[src/rtl/instr_fetch_pkg.sv]
// Shared definitions for the instruction fetch unit.
// Covers the FSM state encoding, the opcodes and the instruction field positions.
package instr_fetch_pkg;

  typedef logic [1:0] fetch_state_t;

  localparam logic [1:0] ST_IDLE  = 2'd0;
  localparam logic [1:0] ST_REQ   = 2'd1;
  localparam logic [1:0] ST_ISSUE = 2'd2;

  typedef enum logic [2:0] {
    OP_ADD  = 3'b000,
    OP_SUB  = 3'b001,
    OP_AND  = 3'b010,
    OP_OR   = 3'b011,
    OP_BEQ  = 3'b100,
    OP_J    = 3'b101,
    OP_JAL  = 3'b110,
    OP_ADDI = 3'b111
  } opcode_e;

  // Field positions inside the 16-bit instruction word.
  localparam int OPC_MSB  = 15;
  localparam int OPC_LSB  = 13;
  localparam int JT_MSB   = 12;
  localparam int JT_LSB   = 0;
  localparam int IMM7_MSB = 6;
  localparam int IMM7_LSB = 0;

endpackage

[src/rtl/instr_fetch_pc_next.sv]
// Combinational next-PC selection: jump target, taken branch or sequential.
// Only the low 13 instruction bits feed any target, so only those come in.
module pc_next
  import instr_fetch_pkg::*;
(
  input  logic [15:0] pc,
  input  logic [12:0] instr_lo,
  input  logic        jump,
  input  logic        branch,
  input  logic        zero,
  output logic [15:0] pc_plus2,
  output logic [15:0] next_pc
);

  logic [15:0] br_off;
  logic [15:0] br_target;
  logic [15:0] j_target;

  assign pc_plus2  = pc + 16'd2;
  // Word offset sign-extended and scaled to bytes; sums wrap modulo 2^16.
  assign br_off    = {{8{instr_lo[IMM7_MSB]}}, instr_lo[IMM7_MSB:IMM7_LSB], 1'b0};
  assign br_target = pc_plus2 + br_off;
  assign j_target  = {pc_plus2[15:14], instr_lo[JT_MSB:JT_LSB], 1'b0};

  always_comb begin
    next_pc = pc_plus2;
    if (jump) begin
      next_pc = j_target;
    end else if (branch && zero) begin
      next_pc = br_target;
    end
  end

endmodule

[src/rtl/instr_fetch.sv]
// Instruction fetch unit: requests a word at pc, holds it for execute,
// then advances pc through pc_next and counts retired instructions.
module instr_fetch
  import instr_fetch_pkg::*;
#(
  parameter logic [15:0] RESET_PC = 16'h0000
) (
  input  logic        clk,
  input  logic        reset,
  output logic        imem_req,
  output logic [15:0] imem_addr,
  input  logic        imem_ack,
  input  logic [15:0] imem_rdata,
  output logic        instr_valid,
  output logic [15:0] instr,
  output logic [2:0]  opcode,
  output logic [15:0] pc_plus2,
  input  logic        exec_done,
  input  logic        jump,
  input  logic        branch,
  input  logic        zero,
  output logic [15:0] instr_count
);

  fetch_state_t state_q, state_d;
  logic [15:0]  pc_q, pc_d;
  logic [15:0]  instr_q, instr_d;
  logic [15:0]  count_q, count_d;
  logic [15:0]  next_pc;

  pc_next u_pc_next (
    .pc       (pc_q),
    .instr_lo (instr_q[JT_MSB:0]),
    .jump     (jump),
    .branch   (branch),
    .zero     (zero),
    .pc_plus2 (pc_plus2),
    .next_pc  (next_pc)
  );

  always_comb begin
    state_d = state_q;
    pc_d    = pc_q;
    instr_d = instr_q;
    count_d = count_q;
    case (state_q)
      ST_IDLE: state_d = ST_REQ;
      ST_REQ: begin
        if (imem_ack) begin
          instr_d = imem_rdata;
          state_d = ST_ISSUE;
        end
      end
      ST_ISSUE: begin
        if (exec_done) begin
          pc_d    = next_pc;
          count_d = count_q + 16'd1;
          state_d = ST_REQ;
        end
      end
      default: state_d = ST_IDLE;
    endcase
  end

  // Bit 0 is forced low so a misaligned PC can never be requested.
  always_ff @(posedge clk) begin
    if (reset) begin
      state_q <= ST_IDLE;
      pc_q    <= {RESET_PC[15:1], 1'b0};
      instr_q <= 16'h0000;
      count_q <= 16'h0000;
    end else begin
      state_q <= state_d;
      pc_q    <= {pc_d[15:1], 1'b0};
      instr_q <= instr_d;
      count_q <= count_d;
    end
  end

  assign imem_req    = (state_q == ST_REQ);
  assign imem_addr   = pc_q;
  assign instr_valid = (state_q == ST_ISSUE);
  assign instr       = instr_q;
  assign opcode      = instr_q[OPC_MSB:OPC_LSB];
  assign instr_count = count_q;

endmodule

[config.mk]
export PLATFORM = sky130hd
export DESIGN_NAME = instr_fetch
export DESIGN_NICKNAME = d
export VERILOG_FILES = /design/src/rtl/instr_fetch_pkg.sv /design/src/rtl/instr_fetch_pc_next.sv /design/src/rtl/instr_fetch.sv
export SDC_FILE = /design/constraint.sdc
export NUM_CORES = 1
export LEC_CHECK = 0
export ABC_AREA = 0
export BUFFER_PORTS_ARGS = -buffer_cell sky130_fd_sc_hd__buf_4
export CORE_MARGIN = 4
export CORE_UTILIZATION = 35
export DETAILED_ROUTE_END_ITERATION = 10
export PLACE_DENSITY_LB_ADDON = 0.12
export SETUP_SLACK_MARGIN = 0.4
export SLEW_MARGIN = 20
export SYNTH_ARGS = -nofsm -noshare
export SYNTH_HDL_FRONTEND = slang
export SYNTH_SLANG_ARGS = --single-unit
[constraint.sdc]
create_clock -name clk -period 3.2 [get_ports clk]
set_clock_uncertainty 0.2 [all_clocks]
set_input_delay 0.32 -clock clk [delete_from_list [all_inputs] [get_ports clk]]
set_output_delay 0.32 -clock clk [all_outputs]
set_load 0.005 [all_outputs]
# [Yosys cells after proc, flatten, opt, wreduce, memory -nomap -nowiden]
# Index checks and enable logic that the tools add are counted.
[classes] muxes=5 eq_ne=4 reduce_logical=5 add_sub_neg=3
[op_table] operator="16-bit 2-to-1 mux" count=2
[op_table] operator="16-bit by 1-bit adder with 16-bit output (second input constant)" count=1
[op_table] operator="16-bit adder" count=1
[op_table] operator="16-bit by 2-bit adder with 16-bit output (second input constant)" count=1
[op_table] operator="2-bit one-hot mux with 3 select lines" count=1
[op_table] operator="2-bit AND reduction" count=3
[op_table] operator="2-bit 2-to-1 mux" count=2
[op_table] operator="2-bit by 1-bit != test with 1-bit output (second input constant)" count=2
[op_table] operator="2-bit by 1-bit == test with 1-bit output (second input constant)" count=1
[op_table] operator="2-bit == test (second input constant)" count=1
[op_table] operator="2-bit zero test" count=1
[op_table] operator="1-bit logical AND" count=1
[totals] output_inout_bits=69 word_cells=22 input_bits=23 ff_bits=50

# [Logic depth before layout (Yosys ltp)]
[logic_depth] depth_word=4 ltp_mapped=13 ltp_nobuf=13

# [Cells and area by module]
# A second synthesis with hierarchy kept.
[hier_totals] hier_cells=423 area_unflattened_um2=3254.4
[by_module_without_submodules] mod="instr_fetch" area_per_inst_um2=1929.4 cells_per_inst=238 instances=1 seq_area_each_um2=980.9
[by_module_without_submodules] mod="pc_next" area_per_inst_um2=1325.0 cells_per_inst=185 instances=1 seq_area_each_um2=0.0

# [Worst setup path before layout]
# Ideal clock, no wire load.
[synth_path] path_type="register to register" from="register pc_q[1] (netlist: imem_addr[1])" to="register pc_q[15] (netlist: imem_addr[15])" required_ns=2.874 setup_ns=0.126 t_arrival_ns=2.780 path_slack_ns=0.094 stages_incl_launch_ff=14 synth_period_minus_slack_ns=3.106 path_buffers=0 path_cell_list="dfxtp_1 ha_1 nand4_1 nor2_2 nand2_1 xnor2_1 ha_1 a211oi_2 a21oi_1 a41o_1 a311oi_2 nand2_1 a31oi_1 nand3b_1"
[synth_between] elab_chain_cells=4
[synth_rtl] item="from (decl)" line_no="instr_fetch.sv:26" text="logic [15:0] pc_q, pc_d;"
[synth_rtl] item="from (signal assigned)" line_no="instr_fetch.sv:69" text="pc_q <= {RESET_PC[15:1], 1'b0};"
[synth_rtl] item="from (signal assigned)" line_no="instr_fetch.sv:74" text="pc_q <= {pc_d[15:1], 1'b0};"
[synth_rtl] item="16-bit by 2-bit adder with 16-bit output" line_no="instr_fetch_pc_next.sv:19" text="assign pc_plus2 = pc + 16'd2;"
[synth_rtl] item="via pc_plus2[13]" line_no="instr_fetch.sv:17" text="output logic [15:0] pc_plus2,"
[synth_rtl] item="16-bit adder" line_no="instr_fetch_pc_next.sv:22" text="assign br_target = pc_plus2 + br_off;"
[synth_rtl] item="16-bit 2-to-1 mux" line_no="instr_fetch_pc_next.sv:29" text="end else if (branch && zero) begin"
[synth_rtl] item="16-bit 2-to-1 mux" line_no="instr_fetch_pc_next.sv:27" text="if (jump) begin"
# The timed path passes the listed nets, and every way through them passes these cells.
# A chain may end at the register's enable or synchronous reset.

# [Final worst setup path]
[layout_path] from="register pc_q[1] (netlist: imem_addr[1])" to="register pc_q[14] (netlist: imem_addr[14])"
[layout_between] elab_chain_cells=4
[layout_rtl] item="16-bit by 2-bit adder with 16-bit output (*)" line_no="instr_fetch_pc_next.sv:19"
[layout_rtl] item="16-bit adder" line_no="instr_fetch_pc_next.sv:22"
[layout_rtl] item="16-bit 2-to-1 mux" line_no="instr_fetch_pc_next.sv:29"
[layout_rtl] item="16-bit 2-to-1 mux (*)" line_no="instr_fetch_pc_next.sv:27"
# Every way passes the cells marked *; elsewhere a longest branch is shown, timed or not.

==> summary.txt <==
Logic synthesis
  • Most common cell in the netlist: nand2_1
  • List of most frequent post-synthesis cells: nand2_1, dfxtp_1, a21oi_1, nor2_1
  • Synth Register Bits: just under 50
  • Sequential area share after synthesis: between 20% and 30%
  • Mapped Area: between 3000 and 4000 um2
  • Top cell type by total area after synthesis: dfxtp_1
  • Cell variety after synth: 68
  • Yosys warnings: 0
  • Gate Count Post-Synth: 424
  • Syn avg cell area: 7.79 um2
  • Post-synth EDFFs: 0
  • Post-synth top flop: dfxtp_1
  • Fraction of registers with async set/reset: 0%
  • Synth area leaders: dfxtp_1, nand2_1, ha_1, a21oi_1, xor2_1
  • Post-synth top area share: between 20 and 30%

Power
  • Power share of the sequential group: between 40 and 50%
  • PwrDens: 285 nW/um2
  • Leakage: 2.03 nW
  • Tot Pwr: about 0.0013 W
  • Gate power share: about 15%
  • Clock power share: between 30% and 40%
  • Net Sw Frac: a little over a quarter
  • Internal Pwr Total: around 0.00095 W
  • Maximum VDD drop: about 0.00016 V
  • Switch Pwr: approximately 0.00036 W

Layout
  • Share of cells above drive strength 1: around a third
  • Antenna Cells: 0
  • Final nets: approximately 570
  • Synth-to-layout area growth: 39.0%

Timing
  • Number of hold violations in the final report: 0
  • Count of final setup violators: 0
  • RSZ-0062 raised after global routing: yes
  • Slew Viols, Final: 0
  • Minimum clock period: 3.00 ns
  • Worst Max-Slew Pin Slew: about 1.1 ns
  • Setup TNS: 0 ns
  • Relative slew margins: about 30%
  • Fmax: about 0.33 GHz
  • Fin crit share: between 90% and 100%

Floorplan
  • Core Area: slightly above 9000 um2
  • Cell Rows: 35
  • I/O Pins: 92
  • Die Width: roughly 110 um
  • Height of the chip: roughly 110 um
  • Die ar.: 11,100 um2
  • Starting Density: 35.9%

Route
  • Vias: roughly 3,500
  • Post-route DRC: 0
  • Drt first pass iters: 4
  • DRT iter0 DRCs: about 140
  • Routed vias/inst: 5.40
  • Routed length per instance: 16.3 um
  • Routed wire length: 10,500 um
  • Post-DRT Antenna Nets: 0

Global routing
  • Grt total ovfl: 0
  • Global-route wire length before repair: 16,700 um
  • Vias in the first global route: 3,376
  • Largest net degree at the start of global routing: 52
  • Tot GR Track Use: 18.5%
  • Initial antenna violation count: 0

CTS
  • CTS max path bufs: 2
  • Post-CTS Hold Buffers: 0
  • CTS Buf Count: 5
  • Num Clock Sinks: just under 50
  • Worst skew pair latency: between 0.3 and 0.4 ns
  • Root buffer cell: clkbuf_8
  • Htree depth: 2
  • CTS tree: done
  • Clock-pin slew on the worst setup and hold paths: ~0.1 ns

Status
  • Status: finished, final reports clean

Critical path
  • Family with the most delay on the worst path: simple AND/OR/NAND/NOR gates
  • Worst-path fanout max: 4
  • Reg2reg start: imem_addr[1]
  • Cell mode on critical path: ha_4
  • Worst-path cell chain: ha_4 -> nand4_1 -> nor2_4 -> and3_4 -> xor2_4 -> ha_4 -> a21o_1 -> a21oi_2 -> nand2b_4 -> and2b_1 -> o22ai_1 -> a221oi_2 -> a211oi_2
  • Buf+Inv Stages, Crit Path: 0
  • Worst reg2reg path endpoint: imem_addr[14]
  • Worst Path Arrival: just under 3 ns
  • R2R Setup Slk: around 0.20 ns
  • Worst setup EP type: register
  • Critical Path Source Type: register
  • CP max stage cell: dfxtp_4
  • Max stage delay on crit path: between 0.3 and 0.4 ns
  • Cells on worst reg2reg path: 13
  • Worst Setup SP: imem_addr[1]
  • Worst path required time: between 3 and 4 ns
  • CP Capture Point: imem_addr[14]
  • CP Depth: 13
  • Setup CP Type: reg -> reg

Worst hold path
  • Worst Hold Class: in -> reg

Placement
  • I/O Buffers: just under 90
  • GP Congestion: ~0.85
  • HPWL Detailed: a little under 8000 um

Job
  • Max-Cap Viols: 0
-- cells by family after synthesis --
family | after synthesis | share of synthesized area (%)
and+or+nand+nor | 179 | 25.9
xor gates and xnor gates | 33 | 8.97
DFF | 49 | 29.7
AOI/OAI and AO/OA | 107 | 21.4
buffers and inverters | 31 | 4.92
other | 1 | 0.113
adders and majority gates | 20 | 7.80
muxes | 4 | 1.21
-- through the flow --
stage / cells / area [um2] / worst slack (ns) / hold WS (ns) / util (%)
floorplan: 425 / 3410 / 0.401 / 0.256 / -
global placement: 617 / 4190 / 0.156 / 0.260 / 45.5
detailed placement: 617 / 4190 / 0.0809 / 0.270 / 45.5
CTS: 634 / 4460 / 0.232 / 0.0334 / 48.5
global route: 643 / 4590 / 0.0173 / 0.0491 / 50.0
finish: 643 / 4590 / 0.202 / 0.0474 / 50.0
-- sequential cells by signal, summed over array words and instances (netlist names) --
| name | count |
|---|---|
| state_q | 2 |
| instr | 16 |
| instr_count | 16 |
| imem_addr | 15 |
-- worst min-delay path by stage --
stage	start	cells past startpoint	to
global route	imem_rdata[0]	3	instr[0]
detailed placement	instr[13]	2	instr[13]
global placement	instr[13]	2	instr[13]
floorplan	imem_rdata[10]	2	instr[10]
finish	imem_rdata[0]	3	instr[0]
CTS	imem_rdata[0]	3	instr[0]
-- power by group through the flow --
| stage | Clock (W) | Combinational [W] | Sequential (W) |
|---|---|---|---|
| 5_1_grt | 0.000496 | 0.000222 | 0.000646 |
| 6_report | 0.000466 | 0.000201 | 0.000643 |
| 2_1_floorplan | 0 | 0.000108 | 0.000657 |
| 3_5_place_dp | 0 | 0.000190 | 0.000658 |
| 3_3_place_gp | 0 | 0.000188 | 0.000658 |
| 4_1_cts | 0.000478 | 0.000197 | 0.000644 |
-- placed cells by master, fill, tap and decap left out, types with 3 or more instances in the layout --
cell / synthesis / layout
ha_1: 19 / 12
a211oi_2: 3 / 3
a31oi_1: 3 / 3
inv_1: 10 / 10
xor2_2: 1 / 3
o211ai_1: 9 / 9
a21oi_1: 41 / 38
mux2i_1: 4 / 4
dfxtp_1: 49 / 43
dfxtp_2: 0 / 3
a21oi_2: 1 / 4
o21a_1: 3 / 3
o21ai_0: 16 / 13
clkbuf_8: 0 / 5
buf_4: 8 / 118
or3_1: 4 / 4
o21ai_1: 2 / 3
nand3_1: 18 / 16
ha_4: 0 / 6
xnor2_1: 13 / 9
and3_1: 9 / 7
dfxtp_4: 0 / 3
nand2_1: 73 / 72
a21o_1: 8 / 8
xor2_1: 19 / 16
nand4_1: 5 / 5
xnor2_2: 0 / 3
nor2_1: 41 / 40
-- worst min-delay path, delay by kind of cell --
kind | cells | cell delay (ns)
AO/OA/AOI/OAI | 1 | 0.05
buffers and inverters | 1 | 0.11
AND/OR/NAND/NOR | 1 | 0.04
-- final cells by class --
| class | count | area [um2] |
|---|---|---|
| Clock buffer | 5 | 68.8 |
| Clock inverter | 3 | 46.3 |
| Fill cell | 905 | 4600 |
| Inverter | 11 | 41.3 |
| Multi-Input combinational cell | 345 | 2410 |
| Sequential cell | 49 | 996 |
| Tap cell | 111 | 139 |
| Timing Repair Buffer | 119 | 897 |
-- routing by layer --
layer / share of wire, % / global-route usage [%] / vias to the layer above / wire, um
li1: - / - / 1696 / -
met2: 47 / 30.1 / 113 / 4880
met3: 6.9 / 4.01 / 20 / 721
met5: 0 / 0 / - / 0
met1: 45 / 24.2 / 1642 / 4660
met4: 1.9 / 6.19 / 0 / 195
-- what timing repair did --
| item | 4_1_cts | 5_1_grt |
|---|---|---|
| setup buffers | 9 | 9 |
| setup endpoints to repair | 5 | 8 |
| gates resized for setup | 16 | 15 |
| pin swaps | 16 | 11 |
(Power assumes the default switching activity.)
